`src/rtl/disp_sched.sv`:
```
// disp_sched -- four-digit display scheduler.
//
// Generates the digit-multiplexer scan strobe, a free-running blink phase, and
// chooses what the four digits show: the live background value (with optional
// per-digit blinking) or a latched message held for HOLD_TICKS strobes.
//
// Ports:
//   clk, rst          clock and synchronous active-high reset
//   base_val[15:0]    background digits, [15:12] is the leftmost digit
//   blink_en[3:0]     per-digit blink enable, bit3 is the leftmost digit
//   msg_req           level request to latch and show msg_val
//   msg_val[15:0]     message digits, same packing as base_val
//   msg_cancel        drop the active message (wins over everything)
//   mux_clk           one-cycle scan strobe, period MUX_DIV
//   val1..val4        registered digit codes, 4'hF is blank
//   msg_ack           one-cycle pulse per latch (stays high while msg_req held)
//   msg_busy          registered "showing a message" flag
module disp_sched #(
    parameter int MUX_DIV     = 100000,
    parameter int HOLD_TICKS  = 500,
    parameter int BLINK_TICKS = 125
) (
    input  logic        clk,
    input  logic        rst,
    input  logic [15:0] base_val,
    input  logic [3:0]  blink_en,
    input  logic        msg_req,
    input  logic [15:0] msg_val,
    input  logic        msg_cancel,
    output logic        mux_clk,
    output logic [3:0]  val1,
    output logic [3:0]  val2,
    output logic [3:0]  val3,
    output logic [3:0]  val4,
    output logic        msg_ack,
    output logic        msg_busy
);

    localparam int PW = $clog2(MUX_DIV);
    localparam int HW = $clog2(HOLD_TICKS + 1);
    localparam int BW = (BLINK_TICKS > 1) ? $clog2(BLINK_TICKS) : 1;

    localparam logic [PW-1:0] PRE_LAST   = PW'(MUX_DIV - 1);
    localparam logic [HW-1:0] HOLD_LOAD  = HW'(HOLD_TICKS);
    localparam logic [BW-1:0] BLINK_LAST = BW'(BLINK_TICKS - 1);

    typedef enum logic {SHOW_BASE, SHOW_MSG} state_t;

    logic [PW-1:0] pre_cnt;
    logic [BW-1:0] blink_cnt;
    logic          blink_phase;
    state_t        state, state_n;
    logic [HW-1:0] hold_cnt, hold_n;
    logic [15:0]   msg_latch, latch_n;
    logic          ack_n;
    logic [15:0]   disp_n;

    // Prescaler. The strobe is registered off the terminal count, so it is
    // high the cycle after the counter sits at MUX_DIV-1; the first strobe
    // after reset therefore lands exactly MUX_DIV edges after release.
    always_ff @(posedge clk) begin
        if (rst) begin
            pre_cnt <= '0;
            mux_clk <= 1'b0;
        end else begin
            mux_clk <= (pre_cnt == PRE_LAST);
            pre_cnt <= (pre_cnt == PRE_LAST) ? '0 : pre_cnt + PW'(1);
        end
    end

    // Blink phase runs regardless of FSM state.
    always_ff @(posedge clk) begin
        if (rst) begin
            blink_cnt   <= '0;
            blink_phase <= 1'b0;
        end else if (mux_clk) begin
            if (blink_cnt == BLINK_LAST) begin
                blink_cnt   <= '0;
                blink_phase <= ~blink_phase;
            end else begin
                blink_cnt <= blink_cnt + BW'(1);
            end
        end
    end

    always_ff @(posedge clk) begin
        if (rst) begin
            state     <= SHOW_BASE;
            hold_cnt  <= '0;
            msg_latch <= 16'hFFFF;
        end else begin
            state     <= state_n;
            hold_cnt  <= hold_n;
            msg_latch <= latch_n;
        end
    end

    // Priority: cancel (only meaningful while showing), then request
    // (retriggers reload the hold), then hold countdown on strobes.
    always_comb begin
        state_n = state;
        hold_n  = hold_cnt;
        latch_n = msg_latch;
        ack_n   = 1'b0;
        if (state == SHOW_MSG && msg_cancel) begin
            state_n = SHOW_BASE;
            hold_n  = '0;
        end else if (msg_req && !msg_cancel) begin
            state_n = SHOW_MSG;
            hold_n  = HOLD_LOAD;
            latch_n = msg_val;
            ack_n   = 1'b1;
        end else if (state == SHOW_MSG && mux_clk) begin
            if (hold_cnt == HW'(1)) begin
                state_n = SHOW_BASE;
                hold_n  = '0;
            end else begin
                hold_n = hold_cnt - HW'(1);
            end
        end
    end

    // Digit source selection; messages are never blanked.
    always_comb begin
        disp_n = base_val;
        if (state == SHOW_MSG) begin
            disp_n = msg_latch;
        end else begin
            for (int i = 0; i < 4; i++) begin
                if (blink_en[i] && blink_phase) disp_n[i*4 +: 4] = 4'hF;
            end
        end
    end

    always_ff @(posedge clk) begin
        if (rst) begin
            val1     <= 4'hF;
            val2     <= 4'hF;
            val3     <= 4'hF;
            val4     <= 4'hF;
            msg_ack  <= 1'b0;
            msg_busy <= 1'b0;
        end else begin
            val1     <= disp_n[15:12];
            val2     <= disp_n[11:8];
            val3     <= disp_n[7:4];
            val4     <= disp_n[3:0];
            msg_ack  <= ack_n;
            msg_busy <= (state == SHOW_MSG);
        end
    end

endmodule
```
`config.mk`:
```
export PLATFORM = sky130hd
export DESIGN_NAME = disp_sched
export DESIGN_NICKNAME = d
export VERILOG_FILES = /design/src/rtl/disp_sched.sv
export SDC_FILE = /design/constraint.sdc
export NUM_CORES = 1
export LEC_CHECK = 0
export CAP_MARGIN = 20
export CORE_MARGIN = 2
export CORE_UTILIZATION = 47
export CTS_BUF_LIST = sky130_fd_sc_hd__clkbuf_8
export DETAILED_ROUTE_END_ITERATION = 10
export MAX_ROUTING_LAYER = met4
export PLACE_DENSITY = 0.74
export SETUP_SLACK_MARGIN = 0.2
export SYNTH_ARGS = -nofsm -noshare
export SYNTH_HDL_FRONTEND = slang
export SYNTH_SLANG_ARGS = --single-unit
```
`constraint.sdc`:
```
create_clock -name clk -period 2.8 [get_ports clk]
set_input_delay 0.84 -clock clk [delete_from_list [all_inputs] [get_ports clk]]
set_output_delay 0.84 -clock clk [all_outputs]
set_load 0.05 [all_outputs]
```
* Yosys cells after proc, flatten, opt, wreduce, memory -nomap -nowiden
Index checks and enable logic that the tools add are counted.
Storage, ports and cells: register bits after elaboration 70, output and inout port bits 19
Cells by class: $add $sub $neg 3, equality and inequality tests 3, multiplexer cells 13, bitwise logic cells 2, reduce and logical (&&, ||, !) cells 16
Operators with widths (count):
- 9-bit 2-to-1 mux | 3
- 17-bit by 1-bit adder with 17-bit output, second input constant | 1
- 17-bit equality test, second input constant | 1
- 16-bit 2-to-1 mux | 1
- 4-bit 2-to-1 mux | 4
- 9-bit by 1-bit equality test with 1-bit output, second input constant | 1
- 9-bit by 1-bit subtractor with 9-bit output, second input constant | 1
- 7-bit by 1-bit adder with 7-bit output, second input constant | 1
- 7-bit equality test, second input constant | 1
- 1-bit logical AND | 7
- 7-bit 2-to-1 mux | 1
- 2-bit AND reduction | 3
- 1-bit 2-to-1 mux | 4
- 2-bit nonzero test | 2
- 2-bit OR reduction | 2
- 3-bit OR reduction | 1
- 1-bit NOT | 2
- 1-bit zero test | 1

* Longest topological paths before layout
Gate-level depths: netlist of run 1.
word-level depth 4, gate-level depth with buffers 7, depth with buffers taken out 6

* Worst setup path after synthesis of run 1
Ideal clock, no wire load.
kind reg-to-reg, from register mux_clk, to register hold_cnt[8], arrival 1.805 ns, required time 2.726 ns, path slack 0.921 ns, cell stages (with the launch flop) 7, period minus slack after synthesis 1.879 ns, cell sequence dfxtp_1 clkbuf_1 and2_1 buf_2 nand4_1 or3_1 a31oi_1
On the way: longest elaborated chain between the ends 2
Ends and longest elaborated chain:
- from (decl) | RTL line 30 | output logic mux_clk,
- from (signal assigned) | RTL line 66 | mux_clk <= (pre_cnt == PRE_LAST);
- 1-bit logical AND | RTL line 113 | end else if (state == SHOW_MSG && mux_clk) begin
- 2-bit nonzero test (no source line)
- to (signal assigned) | RTL line 93 | hold_cnt <= hold_n;
- to (decl) | RTL line 53 | logic [HW-1:0] hold_cnt, hold_n;
No other way between the ends. A chain may end at the register's enable or synchronous reset.

* Worst setup path in the final report of run 1
from register val4[1], to output port val4[1]
RTL lines:
- from (decl) | RTL line 34 | output logic [3:0] val4,
- from (signal assigned) | RTL line 147 | val4 <= disp_n[3:0];
No word-level cell between the ends.

==> results of run 1 <==
## per-layer routing
metal  GRT usage (%)  vias to the layer above
met2            30.2                       66
met1            26.3                     1151
met3            4.85                        8
li1                -                     1286
met5               -                        -
met4            5.87                        0
## registers in the layout, summed over array words and instances, names as in the netlist
register and cells:
blink_cnt 7, hold_cnt 9, state 1, val2 4, msg_latch 16, msg_ack 1
mux_clk 1, msg_busy 1, val1 4, val3 4, pre_cnt 17, blink_phase 1
val4 4
## worst max-delay path by stage
stage	from	to	slack, ns	cells past startpoint
final	val4[1]	val4[1]	0.47	1
after global routing	val4[1]	val4[1]	0.44	1
after CTS	val4[1]	val4[1]	0.46	1
after detailed placement	rst	pre_cnt[11]	0.52	4
after global placement	rst	pre_cnt[12]	0.54	4
after floorplan	mux_clk	hold_cnt[8]	0.92	6
## power by group through the flow
stage	combinational (mW)	sequential (mW)	clock [mW]
finish	0.264	1.06	0.871
global route	0.285	1.07	0.934
CTS	0.265	1.06	0.883
detailed placement	0.264	1.08	0
global placement	0.260	1.08	0
floorplan	0.0946	1.14	0
## final cells by class
type / instances / area, um^2 / area share (%)
repair buffers: 63 / 617 / 16.1
well taps: 75 / 93.8 / 2.45
inverters: 10 / 37.5 / 0.980
multi-input cells: 245 / 1470 / 38.3
flip-flops and latches: 70 / 1400 / 36.6
clock buffers: 10 / 138 / 3.59
clock inverters: 6 / 77.6 / 2.02
## cells in the final DEF (no fill, tap or decap), types with 2 or more instances in the layout
master / instances
nand3_1: 9
or4_1: 3
a2111oi_0: 2
or3_1: 2
xor2_1: 8
a21o_1: 2
o41ai_1: 2
nor2b_1: 18
o21bai_1: 16
nor3_1: 24
bufinv_16: 2
clkbuf_8: 10
a21oi_1: 4
nand2_1: 46
nor2_1: 34
inv_1: 12
and3_1: 2
clkinv_2: 2
or2_2: 2
o31ai_1: 2
nand4_1: 7
nor4_1: 6
xnor2_1: 14
ha_1: 5
dfxtp_1: 70
buf_4: 5
a211oi_1: 2
clkdlybuf4s50_1: 57
and2_1: 5
a31oi_1: 3
nand3b_1: 17
## metrics by stage
step           instances  util (%)
2_1_floorplan        342         -
3_3_place_gp         463      60.0
3_5_place_dp         463      60.0
4_1_cts              479      63.6
5_1_grt              479      63.6
6_report             479      63.6
## timing repair
action / in CTS / in global routing
endpoints found under the setup margin: 1 / 0
resized for setup: 1 / 0
setup buffers: 0 / 0
hold endpoints to repair: 0 / 0
## kinds of logic (layout without fill, tap and decap cells)
| family | after synthesis | in the layout | share of synthesized area [%] |
|---|---|---|---|
| compound gates | 36 | 36 | 8.89 |
| buf+inv | 27 | 89 | 3.45 |
| fa+ha+maj | 5 | 5 | 2.11 |
| xor+xnor | 22 | 22 | 6.49 |
| simple gates | 181 | 181 | 31.6 |
| flops | 70 | 70 | 47.2 |
| mux | 1 | 1 | 0.337 |
==> qor.yml, run 1 <==
drc: 0
slew_headroom_pct: 54.7
reg2reg_depth: 5
drive_above_1_share_pct: 6.44
final_area_um2: 3830
via_per_inst: 5.24
synth_edf_count: 0
clkPwrFrac_pct: 39.7
worstSetupPathType: "flip-flop to primary output"
synth_area_leader_cell: "dfxtp_1"
setup_viol: 0
skew_ns: 0.00845
p_total_mw: 2.20
fmax_mhz: 429
max_stage_delay_ns: 0.83
die_w_um: 83.5
synthTopCellsByArea: "dfxtp_1 47%, nand2_1 5.8%, nand3b_1 4.3%, nor2_1 4.3%, xnor2_1 4.1%"
drt_iter0_drc: 143
final_nets: 444
syn_avg_cell_area_um2: 8.69
postPlaceCellArea_um2: 3620
clk_pin_slew_ns: 0.07
path_buf_inv: 1
hold_viol: 0
drt_first_pass_iters: 4
antenna_found_initial: 0
ys_ff_latch: 70
tightest_slew_ns: 0.679
netlist_area_um2: 2970
p_int_mw: 1.68
synth.distinct_cells: 38
io_buffers: 58
core-area_um2: 6030
p_sw_mw: 0.516
htree_num_levels: 3
synth_seq_area_share_pct: 47.2
synthTopCellsByCount: "70 x dfxtp_1, 46 x nand2_1, 34 x nor2_1"
endpoint_kind: "primary output"
whs_endpoint: "msg_latch[1]"
ys_warn_count: 0
grtUsageTotal_pct: 19.8
powerDensity_nw_per_um2: 573
cts_buffers: 9
area_growth_pct: 29.0
min_from: "msg_latch[1]"
switching_share_pct: 23.5
vias: 2511
start_util_pct: 49.3
die_h_um: 83.5
timing.final.crit_share_pct: 83.3
grt_max_degree: 35
gp_congestion: 0.798
wire_per_inst_um: 13.5
slew_viol_final: 0
rsz0062_at_grt: "false"
pin_count: 59
drtAntennaViolNets: 0
start_kind: "flip-flop"
max-cap-violations: 0
whs_ns: 0.468
synth-main-ff-cell: "dfxtp_1"
r2r_slack_ns: 0.93
n_fill_cell: 521
met1_length_um: 3070
worst_hold_path_type: "flip-flop to flip-flop"
status: "finished clean"
setup-tns-final_ns: 0
diodes: 0
cp_data_required_time_ns: 1.96
r2r-start: "pre_cnt[0]"
cts_buffer_depth: 2
synth_nets: 387
setup_ws_ns: 0.468
netlist.area_leader.share_pct: 47.2
cts_tree: "done"
core.rowCount: 28
grt_pass1_vias: 2357
yosysMostFrequentCell: "dfxtp_1"
async_flop_share_pct: 0
syn_inst: 342
hold_buffers: 0
wl_met2_um: 2980
leakagePower_nw: 1.45
power_frac_seq_pct: 48.3
worst_skew_pair.late_latency_ns: 0.33
cts-root-buf: "clkbuf_8"
dr.max_layer_used: "met4"
dieArea_um2: 6970
place_ws_ns: 0.515
routed-wl-met3_um: 350
wl_um: 6470
grt_pass1_wl_um: 11100
combinationalPowerShare_pct: 12.0
crit_chain: "clkdlybuf4s50_1"
r2r-end: "pre_cnt[6]"
cp_max_fo: 1
critPathTopFamily: "buffers and inverters"
clock_sinks: 70
period_needed_ns: 2.33
critPathSlowestCell: "clkdlybuf4s50_1"
hpwl_um: 4630
min_path_cells: 2
grt-ovfl-total: 0
ir_drop_mv: 0.368
cp.arrival_ns: 1.49
Note: power is estimated with default switching activity, not from simulation.
==> run 2, diff against run 1 <==
clock period = 2.3 ns   (was 2.8 ns; I/O delays follow)
==> run 2 against run 1 <==
  * Register-to-register slack worse by 0.48 ns
  * Global-route usage down 0.11 points
  * Clock skew decreased by 0.0016 ns
  * Critical path depth unchanged
  * Final cell count is the same
  * Core utilization is 1.4 points lower
==> qor.yml, run 2 (same netlist as run 1, synthesis figures left out) <==
status: "finished clean"  # unchanged
cp_max_fo: 1  # unchanged
core-area_um2: 6030  # unchanged
clock_sinks: 70  # unchanged
via_per_inst: 5.25  # was 5.24
cts_buffers: 9  # unchanged
endpoint_kind: "primary output"  # unchanged
r2r_slack_ns: 0.45  # was 0.93 ns
post-cts-setup-buffers: 0  # unchanged
n_fill_cell: 550  # was 521
ir_drop_mv: 0.387  # was 0.368 mV
gp_congestion: 0.824  # was 0.798
critPathSlowestCell: "dlygate4sd2_1"  # was clkdlybuf4s50_1
critPathTopFamily: "buffers and inverters"  # unchanged
max-cap-violations: 0  # unchanged
htree_num_levels: 3  # unchanged
drc: 0  # unchanged
cts_buffer_depth: 2  # unchanged
setup_viol: 0  # unchanged
final_nets: 445  # was 444
period_needed_ns: 1.89
io_buffers: 58  # unchanged
tightest_slew_ns: 0.684  # was 0.679 ns
rsz0062_at_grt: "false"  # unchanged
clk_pin_slew_ns: 0.07  # about the same
grt-ovfl-total: 0  # unchanged
crit_chain: "dlygate4sd2_1"  # was clkdlybuf4s50_1
antenna_found_initial: 0  # unchanged
area_growth_pct: 26.2  # was 29.0%
max_stage_delay_ns: 0.53  # was 0.83 ns
cp_data_required_time_ns: 1.61  # was 1.96 ns
start_util_pct: 49.3  # unchanged
layout_common_cells: "70 x dfxtp_1, 46 x nand2_1, 39 x clkdlybuf4s50_1"  # was 70 x dfxtp_1, 57 x clkdlybuf4s50_1, 46 x nand2_1
diodes: 0  # unchanged
start_kind: "flip-flop"  # unchanged
final_area_um2: 3750  # was 3830 um^2
grt_max_degree: 35  # unchanged
r2r-start: "pre_cnt[0]"  # unchanged
worst_hold_path_type: "flip-flop to flip-flop"  # unchanged
slew_viol_final: 0  # unchanged
reg_top3: "pre_cnt: 17 flops, msg_latch: 16 flops, hold_cnt: 9 flops"  # unchanged
crit_start: "msg_ack"  # was val4[1]
die_h_um: 83.5  # unchanged
finalCoreUtilization_pct: 62.2  # was 63.6%
die_w_um: 83.5  # unchanged
path_buf_inv: 1  # unchanged
drive_above_1_share_pct: 6.19  # was 6.44%
skew_ns: 0.00687  # was 0.00845 ns
largest_reg_flops: 17  # unchanged
vias: 2514  # was 2511
hold_viol: 0  # unchanged
postPlaceCellArea_um2: 3620  # about the same
leakagePower_nw: 1.43  # was 1.45 nW
wire_per_inst_um: 13.5  # about the same
slew_headroom_pct: 54.4  # was 54.7%
setup-tns-final_ns: 0  # unchanged
worstSetupPathType: "flip-flop to primary output"  # unchanged
powerDensity_nw_per_um2: 634  # was 573 nW/um^2
cts-root-buf: "clkbuf_8"  # unchanged
min_from: "msg_latch[2]"  # was msg_latch[1]
fmax_mhz: 530
grtUsageTotal_pct: 19.7  # was 19.8%
whs_ns: 0.466  # was 0.468 ns
wl_um: 6460  # was 6470 um
final_common_cell: "dfxtp_1"  # unchanged
pin_count: 59  # unchanged
drt_iter0_drc: 116  # was 143
cp.arrival_ns: 1.20  # was 1.49 ns
dieArea_um2: 6970  # unchanged
core.rowCount: 28  # unchanged
drtAntennaViolNets: 0  # unchanged
p_total_mw: 2.37  # was 2.20 mW
timing.final.crit_share_pct: 82.0
grt_pass1_wl_um: 10800  # was 11100 um
regMostFlops: "pre_cnt"  # unchanged
grt_pass1_vias: 2315  # was 2357
hpwl_um: 4530  # was 4630 um
worst_skew_pair.late_latency_ns: 0.34  # was 0.33 ns
cts_tree: "done"  # unchanged
drt_first_pass_iters: 4  # unchanged
## run 2: cell count changes in the layout (fill, tap and decap cells not counted)
cell	delta
buf_4	+2
bufinv_16	-2
clkbuf_8	-1
clkdlybuf4s50_1	-18
dlygate4sd2_1	+17
inv_1	+2
## run 2: metrics by stage
step | worst slack [ns] | instances
finish | 0.414 | 479
floorplan | 0.421 | 342
global route | 0.237 | 479
global placement | 0.258 | 464
detailed placement | 0.207 | 464
CTS | 0.399 | 479
## run 2: cell type report
class / instances / area (um^2) / area share (%)
clock inverter: 6 / 25.0 / 0.668
timing repair buffer: 64 / 601 / 16.0
multi-input combinational: 245 / 1470 / 39.1
clock buffer: 9 / 124 / 3.30
sequential: 70 / 1400 / 37.4
inverter: 10 / 37.5 / 1.00
tap: 75 / 93.8 / 2.50
## run 2: final timing paths
kind,endpoint,cells past startpoint
worst min-delay path,msg_latch[2],2
worst max register to register,pre_cnt[10],5
worst max-delay path,msg_ack,1
worst min register to register,msg_latch[2],2
## run 2: repair_timing
| item | 4_1_cts | 5_1_grt |
|---|---|---|
| endpoints found under the setup margin | 18 | 0 |
| hold buffers | 0 | 0 |
| gates resized for setup | 18 | 0 |
## run 2: layer usage
layer | global-route usage (%) | part of all wire, % | vias to the layer above | wire [um]
met2 | 29.4 | 44 | 74 | 2850
met5 | - | 0 | - | 0
met1 | 25.6 | 48 | 1145 | 3090
met4 | 7.92 | 1.7 | 0 | 107
met3 | 5.04 | 6.3 | 11 | 404
li1 | - | - | 1284 | -
## run 2: where the power goes
group | internal, mW | switching [mW]
sequential | 1.26 | 0.0274
clock | 0.365 | 0.410
combinational | 0.138 | 0.170
total | 1.77 | 0.607
